File: src/rtl/rv32i_forwarding_scoreboard_pkg.sv
// Shared types for the execute-stage forwarding/hazard unit: register address, operand source select.
package rv32i_forwarding_scoreboard_pkg;

   localparam int REG_ADDR_W = 5;
   localparam int NUM_REGS   = 32;
   localparam int DEF_WORD_W = 32;

   typedef logic [REG_ADDR_W-1:0] reg_addr_t;
   typedef logic [DEF_WORD_W-1:0] word_t;

   typedef enum logic [1:0] {
      FWD_NONE,
      FWD_STAGE,
      FWD_LATDONE,
      FWD_STALL
   } fwd_sel_t;

   function automatic logic sel_forwards(input fwd_sel_t s);
      return (s == FWD_STAGE) || (s == FWD_LATDONE);
   endfunction

endpackage

File: src/rtl/rv32i_forwarding_scoreboard_if.sv
// Pipeline-side bundle of the forwarding unit; stall_cycles exists only with RV_FWD_STALL_CNT_EN.
interface rv32i_forwarding_scoreboard_if
   import rv32i_forwarding_scoreboard_pkg::*;
#(
   parameter int NUM_SRC        = 2,
   parameter int NUM_FWD_STAGES = 2,
   parameter int WORD_W         = 32
) ();

   logic [NUM_SRC-1:0][REG_ADDR_W-1:0]        rs_e;
   logic [NUM_FWD_STAGES-1:0][REG_ADDR_W-1:0] stg_rd;
   logic [NUM_FWD_STAGES-1:0]                 stg_wen;
   logic [NUM_FWD_STAGES-1:0]                 stg_data_vld;
   logic [NUM_FWD_STAGES-1:0][WORD_W-1:0]     stg_data;
   logic                                      lat_issue;
   logic [REG_ADDR_W-1:0]                     lat_rd;
   logic                                      lat_ready;
   logic                                      lat_done;
   logic [REG_ADDR_W-1:0]                     lat_done_rd;
   logic [WORD_W-1:0]                         lat_done_data;
   logic [NUM_SRC-1:0]                        fwd_en;
   logic [NUM_SRC-1:0][WORD_W-1:0]            fwd_data;
   logic                                      stall;
   logic [NUM_REGS-1:0]                       pending;
`ifdef RV_FWD_STALL_CNT_EN
   logic [31:0]                               stall_cycles;
`endif

   modport master (
      output rs_e, stg_rd, stg_wen, stg_data_vld, stg_data,
      output lat_issue, lat_rd, lat_done, lat_done_rd, lat_done_data,
      input  lat_ready, fwd_en, fwd_data, stall, pending
`ifdef RV_FWD_STALL_CNT_EN
      , input stall_cycles
`endif
   );

   modport slave (
      input  rs_e, stg_rd, stg_wen, stg_data_vld, stg_data,
      input  lat_issue, lat_rd, lat_done, lat_done_rd, lat_done_data,
      output lat_ready, fwd_en, fwd_data, stall, pending
`ifdef RV_FWD_STALL_CNT_EN
      , output stall_cycles
`endif
   );

endinterface

File: src/rtl/rv32i_forwarding_scoreboard_fwd_src_select.sv
// Priority source selection for one execute operand: youngest stage, then completing long op, then scoreboard.
module fwd_src_select
   import rv32i_forwarding_scoreboard_pkg::*;
#(
   parameter int NUM_FWD_STAGES = 2,
   parameter int WORD_W         = 32,
   localparam int IDX_W         = (NUM_FWD_STAGES > 1) ? $clog2(NUM_FWD_STAGES) : 1
) (
   input  reg_addr_t                                 rs_i,
   input  logic [NUM_FWD_STAGES-1:0][REG_ADDR_W-1:0] stg_rd_i,
   input  logic [NUM_FWD_STAGES-1:0]                 stg_wen_i,
   input  logic [NUM_FWD_STAGES-1:0]                 stg_vld_i,
   input  logic [NUM_FWD_STAGES-1:0][WORD_W-1:0]     stg_data_i,
   input  logic                                      lat_done_i,
   input  reg_addr_t                                 lat_done_rd_i,
   input  logic [WORD_W-1:0]                         lat_done_data_i,
   input  logic                                      pend_hit_i,
   output fwd_sel_t                                  sel_o,
   output logic [IDX_W-1:0]                          stg_idx_o,
   output logic [WORD_W-1:0]                         data_o
);

   logic             hit;
   logic [IDX_W-1:0] idx;

   always_comb begin
      hit = 1'b0;
      idx = '0;
      // Walk oldest to youngest so the youngest match is the one left standing.
      for (int s = NUM_FWD_STAGES - 1; s >= 0; s--) begin
         if (stg_wen_i[s] && (stg_rd_i[s] == rs_i)) begin
            hit = 1'b1;
            idx = IDX_W'(s);
         end
      end
   end

   always_comb begin
      sel_o     = FWD_NONE;
      stg_idx_o = idx;
      data_o    = '0;
      if (rs_i != '0) begin
         if (hit) begin
            if (stg_vld_i[idx]) begin
               sel_o  = FWD_STAGE;
               data_o = stg_data_i[idx];
            end else begin
               sel_o = FWD_STALL;
            end
         end else if (lat_done_i && (lat_done_rd_i == rs_i)) begin
            sel_o  = FWD_LATDONE;
            data_o = lat_done_data_i;
         end else if (pend_hit_i) begin
            sel_o = FWD_STALL;
         end
      end
   end

endmodule

File: src/rtl/rv32i_forwarding_scoreboard.sv
// Execute forwarding/hazard unit with a long-latency pending scoreboard.
// Optional stall cycle counter enabled by RV_FWD_STALL_CNT_EN.
module rv32i_forwarding_scoreboard
   import rv32i_forwarding_scoreboard_pkg::*;
#(
   parameter int NUM_SRC         = 2,
   parameter int NUM_FWD_STAGES  = 2,
   parameter int MAX_OUTSTANDING = 4,
   parameter int WORD_W          = 32
) (
   input  logic                         CLK,
   input  logic                         nRST,
   rv32i_forwarding_scoreboard_if.slave bus
);

   localparam int IDX_W = (NUM_FWD_STAGES > 1) ? $clog2(NUM_FWD_STAGES) : 1;
   localparam int CNT_W = $clog2(MAX_OUTSTANDING + 1);
   localparam logic [CNT_W-1:0] MAX_CNT = CNT_W'(MAX_OUTSTANDING);

   logic [NUM_REGS-1:0] pending_q, pending_d;
   logic [CNT_W-1:0]    count_q, count_d;
   logic                lat_ready;
   logic                issue_ok;
   logic                done_ok;
   logic                stall;

   fwd_sel_t            sel      [NUM_SRC];
   logic [IDX_W-1:0]    stg_idx  [NUM_SRC];
   logic [WORD_W-1:0]   src_data [NUM_SRC];

   for (genvar i = 0; i < NUM_SRC; i++) begin : g_src
      fwd_src_select #(
         .NUM_FWD_STAGES (NUM_FWD_STAGES),
         .WORD_W         (WORD_W)
      ) u_sel (
         .rs_i            (bus.rs_e[i]),
         .stg_rd_i        (bus.stg_rd),
         .stg_wen_i       (bus.stg_wen),
         .stg_vld_i       (bus.stg_data_vld),
         .stg_data_i      (bus.stg_data),
         .lat_done_i      (bus.lat_done),
         .lat_done_rd_i   (bus.lat_done_rd),
         .lat_done_data_i (bus.lat_done_data),
         .pend_hit_i      (pending_q[bus.rs_e[i]]),
         .sel_o           (sel[i]),
         .stg_idx_o       (stg_idx[i]),
         .data_o          (src_data[i])
      );

      a_stage_data: assert property (@(posedge CLK) disable iff (!nRST)
         (sel[i] == FWD_STAGE) |-> (src_data[i] == bus.stg_data[stg_idx[i]]));
   end

   always_comb begin
      bus.fwd_en   = '0;
      bus.fwd_data = '0;
      stall        = 1'b0;
      for (int i = 0; i < NUM_SRC; i++) begin
         bus.fwd_en[i]   = sel_forwards(sel[i]);
         bus.fwd_data[i] = src_data[i];
         stall           = stall | (sel[i] == FWD_STALL);
      end
   end

   // A completion in the same cycle frees the slot a full scoreboard needs.
   always_comb begin
      lat_ready = 1'b0;
      if (!pending_q[bus.lat_rd]) begin
         lat_ready = (count_q < MAX_CNT) || ((count_q == MAX_CNT) && bus.lat_done);
      end
   end

   assign issue_ok = bus.lat_issue && lat_ready;
   assign done_ok  = bus.lat_done && (count_q != '0);

   // Clear before set: issue and completion to the same rd leaves the bit set.
   always_comb begin
      pending_d = pending_q;
      if (done_ok && (bus.lat_done_rd != '0)) begin
         pending_d[bus.lat_done_rd] = 1'b0;
      end
      if (issue_ok && (bus.lat_rd != '0)) begin
         pending_d[bus.lat_rd] = 1'b1;
      end
   end

   always_comb begin
      count_d = count_q;
      case ({issue_ok, done_ok})
         2'b10:   count_d = count_q + CNT_W'(1);
         2'b01:   count_d = count_q - CNT_W'(1);
         default: count_d = count_q;
      endcase
   end

   always_ff @(posedge CLK or negedge nRST) begin
      if (!nRST) begin
         pending_q <= '0;
         count_q   <= '0;
      end else begin
         pending_q <= pending_d;
         count_q   <= count_d;
      end
   end

   a_done_underflow: assert property (@(posedge CLK) disable iff (!nRST)
      !(bus.lat_done && (count_q == '0)));

   assign bus.lat_ready = lat_ready;
   assign bus.stall     = stall;
   assign bus.pending   = pending_q;

`ifdef RV_FWD_STALL_CNT_EN
   logic [31:0] stall_cnt_q, stall_cnt_d;

   assign stall_cnt_d = (stall && (stall_cnt_q != '1)) ? stall_cnt_q + 32'd1 : stall_cnt_q;

   always_ff @(posedge CLK or negedge nRST) begin
      if (!nRST) begin
         stall_cnt_q <= '0;
      end else begin
         stall_cnt_q <= stall_cnt_d;
      end
   end

   assign bus.stall_cycles = stall_cnt_q;
`endif

endmodule
File: src/flat_wrapper.sv
// flat-port wrapper written by rule: the top's interface ports become plain ports
module rv32i_forwarding_scoreboard_flat import rv32i_forwarding_scoreboard_pkg::*;
#(
   parameter int NUM_SRC         = 2,
   parameter int NUM_FWD_STAGES  = 2,
   parameter int MAX_OUTSTANDING = 4,
   parameter int WORD_W          = 32
)
  (CLK, nRST, bus_rs_e, bus_stg_rd, bus_stg_wen, bus_stg_data_vld, bus_stg_data, bus_lat_issue, bus_lat_rd, bus_lat_done, bus_lat_done_rd, bus_lat_done_data, bus_lat_ready, bus_fwd_en, bus_fwd_data, bus_stall, bus_pending);
  rv32i_forwarding_scoreboard_if #(.NUM_SRC(NUM_SRC), .NUM_FWD_STAGES(NUM_FWD_STAGES), .WORD_W(WORD_W)) bus_i ();
  input  logic CLK;
  input  logic nRST;
  input wire logic [$bits(bus_i.rs_e)-1:0] bus_rs_e;
  input wire logic [$bits(bus_i.stg_rd)-1:0] bus_stg_rd;
  input wire logic [$bits(bus_i.stg_wen)-1:0] bus_stg_wen;
  input wire logic [$bits(bus_i.stg_data_vld)-1:0] bus_stg_data_vld;
  input wire logic [$bits(bus_i.stg_data)-1:0] bus_stg_data;
  input wire logic [$bits(bus_i.lat_issue)-1:0] bus_lat_issue;
  input wire logic [$bits(bus_i.lat_rd)-1:0] bus_lat_rd;
  input wire logic [$bits(bus_i.lat_done)-1:0] bus_lat_done;
  input wire logic [$bits(bus_i.lat_done_rd)-1:0] bus_lat_done_rd;
  input wire logic [$bits(bus_i.lat_done_data)-1:0] bus_lat_done_data;
  output wire logic [$bits(bus_i.lat_ready)-1:0] bus_lat_ready;
  output wire logic [$bits(bus_i.fwd_en)-1:0] bus_fwd_en;
  output wire logic [$bits(bus_i.fwd_data)-1:0] bus_fwd_data;
  output wire logic [$bits(bus_i.stall)-1:0] bus_stall;
  output wire logic [$bits(bus_i.pending)-1:0] bus_pending;
  assign bus_i.rs_e = bus_rs_e;
  assign bus_i.stg_rd = bus_stg_rd;
  assign bus_i.stg_wen = bus_stg_wen;
  assign bus_i.stg_data_vld = bus_stg_data_vld;
  assign bus_i.stg_data = bus_stg_data;
  assign bus_i.lat_issue = bus_lat_issue;
  assign bus_i.lat_rd = bus_lat_rd;
  assign bus_i.lat_done = bus_lat_done;
  assign bus_i.lat_done_rd = bus_lat_done_rd;
  assign bus_i.lat_done_data = bus_lat_done_data;
  assign bus_lat_ready = bus_i.lat_ready;
  assign bus_fwd_en = bus_i.fwd_en;
  assign bus_fwd_data = bus_i.fwd_data;
  assign bus_stall = bus_i.stall;
  assign bus_pending = bus_i.pending;
  rv32i_forwarding_scoreboard #(.NUM_SRC(NUM_SRC), .NUM_FWD_STAGES(NUM_FWD_STAGES), .MAX_OUTSTANDING(MAX_OUTSTANDING), .WORD_W(WORD_W)) u_core (.CLK(CLK), .nRST(nRST), .bus(bus_i));
endmodule
File: config.mk
export PLATFORM = sky130hd
export DESIGN_NAME = rv32i_forwarding_scoreboard_flat
export DESIGN_NICKNAME = d
export VERILOG_FILES = /design/src/rtl/rv32i_forwarding_scoreboard_pkg.sv /design/src/rtl/rv32i_forwarding_scoreboard_if.sv /design/src/rtl/rv32i_forwarding_scoreboard_fwd_src_select.sv /design/src/rtl/rv32i_forwarding_scoreboard.sv /design/src/flat_wrapper.sv
export SDC_FILE = /design/constraint.sdc
export NUM_CORES = 1
export LEC_CHECK = 0
export BUFFER_PORTS_ARGS = -buffer_cell sky130_fd_sc_hd__buf_2
export CAP_MARGIN = 20
export CORE_MARGIN = 2
export CORE_UTILIZATION = 51
export DETAILED_ROUTE_END_ITERATION = 8
export PLACE_DENSITY_LB_ADDON = 0.05
export SKIP_CTS_REPAIR_TIMING = 1
export SLEW_MARGIN = 10
export SYNTH_ARGS = -nofsm -noshare
export SYNTH_HDL_FRONTEND = slang
export SYNTH_HIERARCHICAL = 1
export SYNTH_SLANG_ARGS = --single-unit
export TNS_END_PERCENT = 20
File: constraint.sdc
create_clock -name CLK -period 6 [get_ports CLK]
set_input_delay 0 -clock CLK [delete_from_list [all_inputs] [get_ports CLK]]
set_output_delay 0 -clock CLK [all_outputs]
set_load 0.02 [all_outputs]
# Word level (Yosys, flattened, before mapping)

Cells that the tools add are included.

$add $sub $neg: 2
Magnitude comparators: 9
Bitwise operators: 4
Reductions and logical operators: 22
Eq/ne operators: 15
Muxes and demuxes: 46

Operators with widths:

| operator            | count |
|---|---|
| $mux 32             | 14 |
| $and 32x32->32      | 1 |
| $not 32->32         | 1 |
| $or 32x32->32       | 1 |
| $eq 5x5->1          | 6 |
| $lt 5x6->1 const B  | 4 |
| $mux 2              | 10 |
| $reduce_bool 5->1   | 4 |
| $mux 1              | 16 |
| $bmux 1 s5          | 3 |
| $logic_and 1x1->1   | 13 |
| $demux 1 s5         | 2 |
| $eq 2x2->1 const B  | 5 |
| $ge 5x1->1 const B  | 2 |
| $eq 2x1->1 const B  | 3 |
| $pmux 3 s2          | 1 |
| $lt 1x2->1 const B  | 2 |
| $add 3x1->3 const B | 1 |
| $eq 3x3->1 const B  | 1 |
| $logic_or 1x1->1    | 3 |
| $lt 3x3->1 const B  | 1 |
| $reduce_bool 3->1   | 1 |
| $sub 3x1->3 const B | 1 |
| $reduce_bool 2->1   | 1 |
| $or 1x1->1          | 1 |

Flip-flop bits (word level): 35
Output and inout port bits: 100
Logic and storage cells: 100

# Depth between registers and ports, before layout

Depth in word-level cells: 11
Gate-level depth with buffers: 13
Gate-level depth less buffers: 11

# Modules after synthesis

Netlist, hierarchy kept.

By module, submodules not included:

| module                      | cells an instance | instances | area each (µm²) |
|---|---|---|---|
| rv32i_forwarding_scoreboard | 274               | 1         | 2645.0 |
| fwd_src_select              | 149               | 2         | 1021.0 |

# Worst setup path before layout

OpenSTA, ideal clock, no wires.

Kind: register -> register
Start point: register u_core.pending_q[7], in the netlist u_core/bus.pending[7]
End point: register u_core.count_q[2]
Stages on the path, launching flop included: 12
Setup time: 122 ps
Buffers on the path: 1
Arrival: 2590 ps
Data required time: 5878 ps
Setup slack: 3287 ps
Cell sequence: dfrtp_1 -> mux4_2 -> a211oi_2 -> o311ai_2 -> buf_6 -> a211o_1 -> ha_1 -> inv_1 -> fa_1 -> xor2_1 -> nor2_1 -> xnor2_1

Cells in the longest elaborated chain, start to end: 6
Elaborated cells between the ends (all ways): 8
Classes of those cells: 2 x eq/ne; 4 x mux; 2 x reduce/logical

Ends and longest elaborated chain:

| element                                         | line                               | source |
|---|---|---|
| start: declaration                              | rv32i_forwarding_scoreboard.sv:20  | `logic [NUM_REGS-1:0] pending_q, pending_d;` |
| start signal: assignment                        | rv32i_forwarding_scoreboard.sv:101 | `pending_q <= pending_d;` |
| $bmux 1 s5 (*)                                  | rv32i_forwarding_scoreboard.sv:68  | `if (!pending_q[bus.lat_rd]) begin` |
| $mux 1 (implied by the code) (*)                | rv32i_forwarding_scoreboard.sv:68  |  |
| $mux 1 (*)                                      | rv32i_forwarding_scoreboard.sv:68  |  |
| $logic_and 1x1->1 (*)                           | rv32i_forwarding_scoreboard.sv:73  | `assign issue_ok = bus.lat_issue && lat_ready;` |
| $eq 2x1->1 or $eq 2x2->1 (tied branches)        | rv32i_forwarding_scoreboard.sv:89  | `case ({issue_ok, done_ok})` |
| $pmux 3 s2 or $reduce_bool 2->1 (tied branches) | --                                 |  |
| end signal: assignment                          | rv32i_forwarding_scoreboard.sv:102 | `count_q <= count_d;` |
| end: declaration                                | rv32i_forwarding_scoreboard.sv:21  | `logic [CNT_W-1:0] count_q, count_d;` |

Every way passes the cells marked *; elsewhere a longest branch is shown, timed or not. The select of a mux whose other input is x is not followed.
A chain may end at the register's enable or synchronous reset.

# Final worst setup path

Same ends and word-level chain as after synthesis.

==> out/metrics.yaml <==
yosys:
  avgSynthCellArea_um2: 8.21
  netlist_area_um2: 4680
  syn_nets: 708
  synthCells: 570
  ys_warn_count: 6
setup_path:
  arrival_ns: 3.08
  r2r-start: "u_core/bus.pending[7]$_DFF_PN0_"
  path_class: "reg2reg"
  critPathLaunch: "u_core/bus.pending[7]$_DFF_PN0_"
  cp.required_ns: 6.18
  worstRegToRegCells: 11
  worstPathMaxFanout: 12
  r2r_end: "u_core/count_q[2]$_DFFE_PN0P_"
  start_kind: "register"
  rrSetupSlack_ns: 3.10
  critPathCaptureType: "register"
floorplanning:
  core_um2: 8810
  dieArea_um2: 9960
  start_util_pct: 53.1
  io_pins: 234
  die_w_um: 99.8
  die_h_um: 99.8
  num_rows: 34
worst_hold_path:
  hp-start: "bus_lat_rd[3]"
  hold_end: "u_core/bus.pending[23]$_DFF_PN0_"
  hp-class: "in2reg"
  holdPathStages: 2
timing:
  slew_headroom_pct: 47.1
  hold_viol_final: 0
  clock.fmax_mhz: 344
  finalCriticalPeriod_ns: 2.90
  setup_violations: 0
  setup_tns_ns: 0
  worst_slew_pin_slew_ns: 0.794
  finalCritPeriodShare_pct: 48.4
  finClkSkew_ns: 0.00682
  timing.final.ws_setup_ns: 3.10
  hold_slack_ns: 0.115
  rsz0062_at_grt: "false"
  slew_violations: 0
route:
  antenna_left: 0
  routed_wl_um: 18400
  vias: 5794
  routed_via_density: 6.57
  route.detailed.drc: 0
  post_drt_wl_per_cell_um: 20.9
  drt_first_iter_violations: 457
  first_pass_iters: 5
placement:
  dp_hpwl_um: 13200
  place_ws_ns: 3.04
  gp_congestion: 1.04
  place_area_um2: 5720
  placed_cells: 867
  portBuffers: 233
clock_network:
  cts_root_buf: "clkbuf_8"
  cts.clk_slew.worst_paths_ns: 0.08
  clock_path_buffers: 2
  cts_tree: "done"
  htreeDepth: 2
  clkLatencyLatePin_ns: 0.29
  cts_sinks: 35
  numCtsBuffers: 5
flow_run:
  drv_cap: 0
final_layout:
  drive_above_1_share_pct: 36.3
  layoutNonFillerInstCount: 882
  final_nets: 908
  area_growth_pct: 26.2
  final_common_cell: "buf_2"
  fin_util_pct: 67.1
  stdcell_area_um2: 5900
  layout_common_cells: "233 x buf_2, 72 x inv_1, 72 x nor4_1"
pwr:
  ir_drop_mv: 0.263
  total_power_mw: 1.52
  p_leak_nw: 3.00
  p_per_area_nw_per_um2: 258
grt:
  antenna_found_initial: 3
  grt_pass1_vias: 5362
  grt_use_total_pct: 34.4
  grt_pass1_wl_um: 27700
  grt_max_degree: 37
  overflow: 0
status:
  status: "finished, final reports clean"
==> critical path, stage by stage (launching register included) <==
cell	delay [ns]
dfrtp_1	0.43
mux4_2	0.52
a211oi_2	0.30
o311ai_2	0.20
buf_4	0.23
a211o_1	0.29
ha_1	0.23
inv_1	0.08
fa_1	0.18
xor2_1	0.15
nor2_1	0.06
xnor2_1	0.12
==> worst max-delay path by stage <==
stage,to,slack [ns]
after global routing,u_core/count_q[2]$_DFFE_PN0P_,2.98
after global placement,u_core/count_q[2]$_DFFE_PN0P_,3.13
after CTS,u_core/count_q[2]$_DFFE_PN0P_,3.06
after floorplan,u_core/count_q[2]$_DFFE_PN0P_,3.29
after detailed placement,u_core/count_q[2]$_DFFE_PN0P_,3.04
final,u_core/count_q[2]$_DFFE_PN0P_,3.10
==> registers in the layout (all words and copies together), names as in the netlist <==
signal / cells
u_core/bus.pending: 32
u_core/count_q: 3
==> report_power, final <==
group / total, mW / switching, mW / internal [mW]
Combinational: 0.874 / 0.530 / 0.344
Clock: 0.193 / 0.0876 / 0.105
Sequential: 0.457 / 0.121 / 0.336
==> final cells by class <==
| type | count | area [um^2] |
|---|---|---|
| multi-input combinational | 413 | 3230 |
| fill | 773 | 2900 |
| timing repair buffer | 243 | 1280 |
| sequential | 35 | 876 |
| inverter | 72 | 270 |
| tap | 108 | 135 |
| clock buffer | 8 | 100 |
| antenna | 3 | 7.51 |
==> metal layers <==
layer / GRT usage, % / vias up / wire (um)
li1: - / 2624 / -
met4: 14.5 / 0 / 656
met1: 44.0 / 2738 / 7070
met3: 4.11 / 57 / 1500
met5: 0 / - / 0
met2: 59.0 / 375 / 9180
(Power assumes the default switching activity.)
